File: config.mk
export PLATFORM = sky130hd
export DESIGN_NAME = fifo_port_arbiter
export DESIGN_NICKNAME = d
export VERILOG_FILES = /design/src/rtl/fifo_port_arbiter.sv
export SDC_FILE = /design/constraint.sdc
export NUM_CORES = 1
export LEC_CHECK = 0
export CORE_UTILIZATION = 42
export DETAILED_ROUTE_END_ITERATION = 8
export GPL_TIMING_DRIVEN = 0
export PLACE_DENSITY = 0.92
export SYNTH_ARGS = -nofsm -noshare
export SYNTH_HDL_FRONTEND = slang
export SYNTH_SLANG_ARGS = --single-unit
File: constraint.sdc
create_clock -name clk -period 3 [get_ports clk]
set_input_delay 0.6 -clock clk [delete_from_list [all_inputs] [get_ports clk]]
set_output_delay 0.6 -clock clk [all_outputs]
set_load 0.05 [all_outputs]
File: src/rtl/fifo_port_arbiter.sv
// Round-robin scheduler sharing one FIFO port between two writers and one reader.
// Optional FIFO_ARB_RD_FIRST_EN gives a non-empty read priority over both writers.
module fifo_port_arbiter #(
  parameter int unsigned DATA_WIDTH = 32,
  parameter int unsigned DEPTH      = 8,
  localparam int unsigned OCC_W     = $clog2(DEPTH + 1)
) (
  input  logic                  clk,
  input  logic                  reset_n,
  input  logic [1:0]            wr_req,
  input  logic [DATA_WIDTH-1:0] din0,
  input  logic [DATA_WIDTH-1:0] din1,
  input  logic                  rd_req,
  output logic                  wr_en,
  output logic                  rd_en,
  output logic [DATA_WIDTH-1:0] din,
  output logic [1:0]            wr_gnt,
  output logic [1:0]            wr_rej,
  output logic                  rd_gnt,
  output logic                  rd_rej,
  output logic [2:0]            state,
  output logic [OCC_W-1:0]      occ
);

  typedef enum logic [2:0] {
    ST_INIT     = 3'b000,
    ST_NO_OP    = 3'b001,
    ST_WRITE    = 3'b010,
    ST_WR_ERROR = 3'b011,
    ST_READ     = 3'b100,
    ST_RD_ERROR = 3'b101
  } state_e;

  localparam logic [1:0] REQ_W0 = 2'd0;
  localparam logic [1:0] REQ_RD = 2'd2;

  state_e                state_q, state_d;
  logic                  wr_en_q, wr_en_d;
  logic                  rd_en_q, rd_en_d;
  logic [DATA_WIDTH-1:0] din_q, din_d;
  logic [1:0]            wr_gnt_q, wr_gnt_d;
  logic [1:0]            wr_rej_q, wr_rej_d;
  logic                  rd_gnt_q, rd_gnt_d;
  logic                  rd_rej_q, rd_rej_d;
  logic [OCC_W-1:0]      occ_q, occ_d;
  logic [1:0]            ptr_q, ptr_d;

  logic [2:0] elig;
  logic [2:0] sum;
  logic [1:0] cand;
  logic [1:0] win;
  logic       found;
  logic       prio;

  // Winner selection, then the operation it implies
  always_comb begin
    elig  = {rd_req & ~(rd_gnt_q | rd_rej_q), wr_req & ~(wr_gnt_q | wr_rej_q)};
    found = 1'b0;
    prio  = 1'b0;
    win   = REQ_W0;
    sum   = '0;
    cand  = REQ_W0;

    state_d  = ST_NO_OP;
    wr_en_d  = 1'b0;
    rd_en_d  = 1'b0;
    din_d    = din_q;
    wr_gnt_d = '0;
    wr_rej_d = '0;
    rd_gnt_d = 1'b0;
    rd_rej_d = 1'b0;
    occ_d    = occ_q;
    ptr_d    = ptr_q;

`ifdef FIFO_ARB_RD_FIRST_EN
    // A serviceable read pre-empts the rotation without moving the pointer
    if (elig[2] && (occ_q != '0)) begin
      found = 1'b1;
      prio  = 1'b1;
      win   = REQ_RD;
    end
`endif

    for (int k = 0; k < 3; k++) begin
      sum  = 3'({1'b0, ptr_q}) + 3'(k);
      cand = (sum >= 3'd3) ? 2'(sum - 3'd3) : sum[1:0];
      if (!found && elig[cand]) begin
        found = 1'b1;
        win   = cand;
      end
    end

    if (found) begin
      if (!prio) begin
        ptr_d = (win == REQ_RD) ? REQ_W0 : win + 2'd1;
      end
      if (win != REQ_RD) begin
        if (occ_q == OCC_W'(DEPTH)) begin
          wr_rej_d[win[0]] = 1'b1;
          state_d          = ST_WR_ERROR;
        end else begin
          wr_gnt_d[win[0]] = 1'b1;
          wr_en_d          = 1'b1;
          din_d            = win[0] ? din1 : din0;
          occ_d            = occ_q + OCC_W'(1);
          state_d          = ST_WRITE;
        end
      end else begin
        if (occ_q == '0) begin
          rd_rej_d = 1'b1;
          state_d  = ST_RD_ERROR;
        end else begin
          rd_gnt_d = 1'b1;
          rd_en_d  = 1'b1;
          occ_d    = occ_q - OCC_W'(1);
          state_d  = ST_READ;
        end
      end
    end
  end

  always_ff @(posedge clk or negedge reset_n) begin
    if (!reset_n) begin
      state_q  <= ST_INIT;
      wr_en_q  <= 1'b0;
      rd_en_q  <= 1'b0;
      din_q    <= '0;
      wr_gnt_q <= '0;
      wr_rej_q <= '0;
      rd_gnt_q <= 1'b0;
      rd_rej_q <= 1'b0;
      occ_q    <= '0;
      ptr_q    <= REQ_W0;
    end else begin
      state_q  <= state_d;
      wr_en_q  <= wr_en_d;
      rd_en_q  <= rd_en_d;
      din_q    <= din_d;
      wr_gnt_q <= wr_gnt_d;
      wr_rej_q <= wr_rej_d;
      rd_gnt_q <= rd_gnt_d;
      rd_rej_q <= rd_rej_d;
      occ_q    <= occ_d;
      ptr_q    <= ptr_d;
    end
  end

  assign state  = state_q;
  assign wr_en  = wr_en_q;
  assign rd_en  = rd_en_q;
  assign din    = din_q;
  assign wr_gnt = wr_gnt_q;
  assign wr_rej = wr_rej_q;
  assign rd_gnt = rd_gnt_q;
  assign rd_rej = rd_rej_q;
  assign occ    = occ_q;

endmodule
==> results of run 1 <==
==> cell families after synthesis <==
family | count (synthesis) | synth area share (%)
buffers and inverters | 31 | 7.272
adders and majority gates | 4 | 1.903
and+or+nand+nor | 38 | 9.127
muxes | 33 | 12.88
AOI/OAI and AO/OA | 86 | 21.28
xor gates and xnor gates | 2 | 0.6834
DFF | 48 | 46.85
==> cell usage in the layout (no fill, tap or decap), types with 2 or more instances in the layout <==
cell             instances
o21ai_0                  2
or3b_4                   2
clkbuf_1                11
buf_2                    9
nand3_1                  2
ha_1                     3
nand4b_1                 2
clkdlybuf4s50_1        114
nor2_1                   7
clkbuf_8                 5
nor4b_1                  3
nand2b_1                 4
nand2_1                  6
nor3_1                   3
dfrtp_1                 48
o211ai_1                 2
mux2i_1                 33
buf_12                   3
a31oi_1                 32
inv_1                    5
a21oi_1                 33
o31ai_1                  3
==> power groups by stage <==
stage | clock network [mW] | registers (mW) | logic, mW
global placement | 0 | 1.15 | 3.61
floorplan | 0 | 2.14 | 1.64
global route | 0.521 | 1.18 | 4.00
detailed placement | 0 | 1.16 | 3.72
CTS | 0.493 | 1.15 | 3.74
finish | 0.482 | 1.15 | 3.75
==> registers in the layout, summed over array words and instances, names as in the netlist <==
signal and flops:
wr_rej 2, state 3, rd_gnt 1, ptr_q 2, occ 4, wr_en 1, din 32, rd_rej 1
wr_gnt 2
==> worst max-delay path, delay by kind of cell <==
kind,cells,cell delay (ns)
AND/OR/NAND/NOR,3,0.60
AO/OA/AOI/OAI,3,0.81
XOR/XNOR,1,0.17
buffers and inverters,2,0.55
adder cells (fa/ha/maj),1,0.28
==> through the flow <==
step / setup slack, ns / TNS [ns] / area [um2] / total power, mW / utilization [%]
floorplan: 0.4633 / 0 / 2564 / 3.774 / -
global placement: -0.1250 / -0.2072 / 3809 / 4.756 / 64.33
detailed placement: -0.2464 / -0.4469 / 3831 / 4.884 / 64.71
CTS: 0.06560 / 0 / 3946 / 5.382 / 66.65
global route: 0.01400 / 0 / 3958 / 5.704 / 66.84
finish: 0.1833 / 0 / 3958 / 5.379 / 66.84
==> area by class of cell <==
type	count	area (um2)
Inverter	5	18.77
Timing Repair Buffer	116	1174
Multi-Input combinational cell	163	1186
Buffer	26	168.9
Sequential cell	48	1201
Tap cell	75	93.84
Fill cell	483	1963
Clock buffer	5	68.82
Clock inverter	3	46.29
==> path summary, 6_finish.rpt <==
| check | from | endpoint | slack (ns) | cells past startpoint |
|---|---|---|---|---|
| worst max-delay path | wr_req[0] | occ[1]$_DFFE_PN0P_ | 0.18 | 10 |
| worst min-delay path | reset_n | wr_gnt[1]$_DFF_PN0_ | 0.29 | 1 |
| worst max register to register | ptr_q[0]$_DFFE_PN0P_ | din[18]$_DFFE_PN0P_ | 0.27 | 10 |
| worst min register to register | din[15]$_DFFE_PN0P_ | din[15]$_DFFE_PN0P_ | 0.56 | 2 |
| max in group asynchronous | reset_n | din[18]$_DFFE_PN0P_ | 2.18 | 2 |
| min in group clk | din[15]$_DFFE_PN0P_ | din[15]$_DFFE_PN0P_ | 0.56 | 2 |
==> per-layer routing <==
metal	track usage [%]	vias to the layer above	part of all wire (%)
met3	5.455	7	6.5
met5	0	-	0
met1	27.48	1158	38
met2	41.11	85	54
met4	7.500	0	1.1
li1	-	1156	-
==> repair_timing <==
item,CTS,global route
hold buffers,0,0
resized for setup,0,4
setup endpoints to repair,0,2
==> impl_metrics.env, run 1 <==
export IMPL_slowest_delay_ns=0.50
export IMPL_cp_end_kind="register"
export IMPL_holdWs_ns=0.2941
export IMPL_p_clk_share_pct=9.0
export IMPL_ys_flop_type="dfrtp_1"
export IMPL_worstPathRequired_ns=3.19
export IMPL_die_h_um=80.13
export IMPL_hold_class="in2async"
export IMPL_coreArea_mm2=0.005921
export IMPL_finalSetupViolCount=0
export IMPL_seq_area_frac_synth_pct=46.85
export IMPL_relSlewSlack_pct=59.47
export IMPL_antenna_left=0
export IMPL_numCtsBuffers=5
export IMPL_tightest_slew_ns=0.6080
export IMPL_synth_edf_count=0
export IMPL_worstPathArrival_ns=3.01
export IMPL_yosysMostFrequentCell="dfrtp_1"
export IMPL_status="finished, final reports clean"
export IMPL_drive_gt1_share_pct=9.290
export IMPL_synth_top_area_share_pct=46.85
export IMPL_synthArstFlopShare_pct=100.0
export IMPL_drt_iter0_drc=132
export IMPL_rows=28
export IMPL_dp_cells=433
export IMPL_finalMaxSlewViolations=0
export IMPL_hold_violations=0
export IMPL_cts_sinks=48
export IMPL_power_leakage_nw=1.721
export IMPL_cts_max_path_buffers=2
export IMPL_synth_area_top_cells="dfrtp_1 (47%), mux2i_1 (13%), a31oi_1 (7.8%)"
export IMPL_rsz0062_at_grt="false"
export IMPL_grt_max_degree=26
export IMPL_max_freq_ghz=0.3550
export IMPL_power_density_mw_per_mm2=1359
export IMPL_io_buffers=115
export IMPL_synth_seq_cells=48
export IMPL_cap_violations=0
export IMPL_yosys_top_cells_count="dfrtp_1 (48), a21oi_1 (33), mux2i_1 (33), a31oi_1 (32), clkbuf_1 (12)"
export IMPL_synth_cell_types=48
export IMPL_start_util_pct=43.30
export IMPL_finalCriticalPeriod_ns=2.817
export IMPL_slowest_stage="clkdlybuf4s50_1"
export IMPL_finalWirelength_mm=7.099
export IMPL_yosysWarnings=0
export IMPL_power_switching_mw=2.743
export IMPL_drt_first_pass_iters=4
export IMPL_final_setup_skew_ns=0.007856
export IMPL_grt_first_pass_wirelength_mm=11.26
export IMPL_vias_per_cell=5.456
export IMPL_synth_area_mm2=0.002564
export IMPL_synth_top_area_cell="dfrtp_1"
export IMPL_cts_tree="done"
export IMPL_vias=2406
export IMPL_diodes=0
export IMPL_finalCritPeriodShare_pct=93.89
export IMPL_nets=437
export IMPL_synth_nets=314
export IMPL_h_tree_depth=2
export IMPL_p_sw_share_pct=50.99
export IMPL_avgRoutedWirePerCell_um=16.10
export IMPL_die_w_um=80.13
export IMPL_ctsRootBufferMaster="clkbuf_8"
export IMPL_postCtsSetupRepairBufs=0
export IMPL_irDropWorstVdd_mv=0.7052
export IMPL_grt_antenna_before_repair=0
export IMPL_pwr_share_comb_pct=69.7
export IMPL_grt_pass1_vias=2420
export IMPL_dieArea_mm2=0.006421
export IMPL_post_dp_hpwl_mm=5.448
export IMPL_startpoint_type="input pin"
export IMPL_crit_fanout=8
export IMPL_gp_congestion=0.8174
export IMPL_syn2layout_area_growth_pct=54.37
export IMPL_pin_count=116
export IMPL_crit_type="in2reg"
export IMPL_clk_latency_ns=0.31
export IMPL_overflow=0
export IMPL_final_cells=441
export IMPL_cts_clk_slew_worst_paths_ns=0.10
export IMPL_drc=0
export IMPL_synth_cells=242
export IMPL_cp_cell_sequence="clkdlybuf4s50_1 > or3b_4 > a211oi_2 > nor2_4 > xor2_1 > ha_1 > inv_1 > nand3_1 > o21ai_0 > a221oi_1"
export IMPL_synth_area_per_cell_um2=10.59
export IMPL_p_int_mw=2.636
export IMPL_grtUsageTotal_pct=23.18
export IMPL_seqPwrFrac_pct=21.4
Power figures use the tool's default switching activity.
==> inputs of run 2 (changes only) <==
- SLEW_MARGIN: unset -> 20
==> results of run 2 <==
Final layout, timing and power as in run 1 (identical DEF).
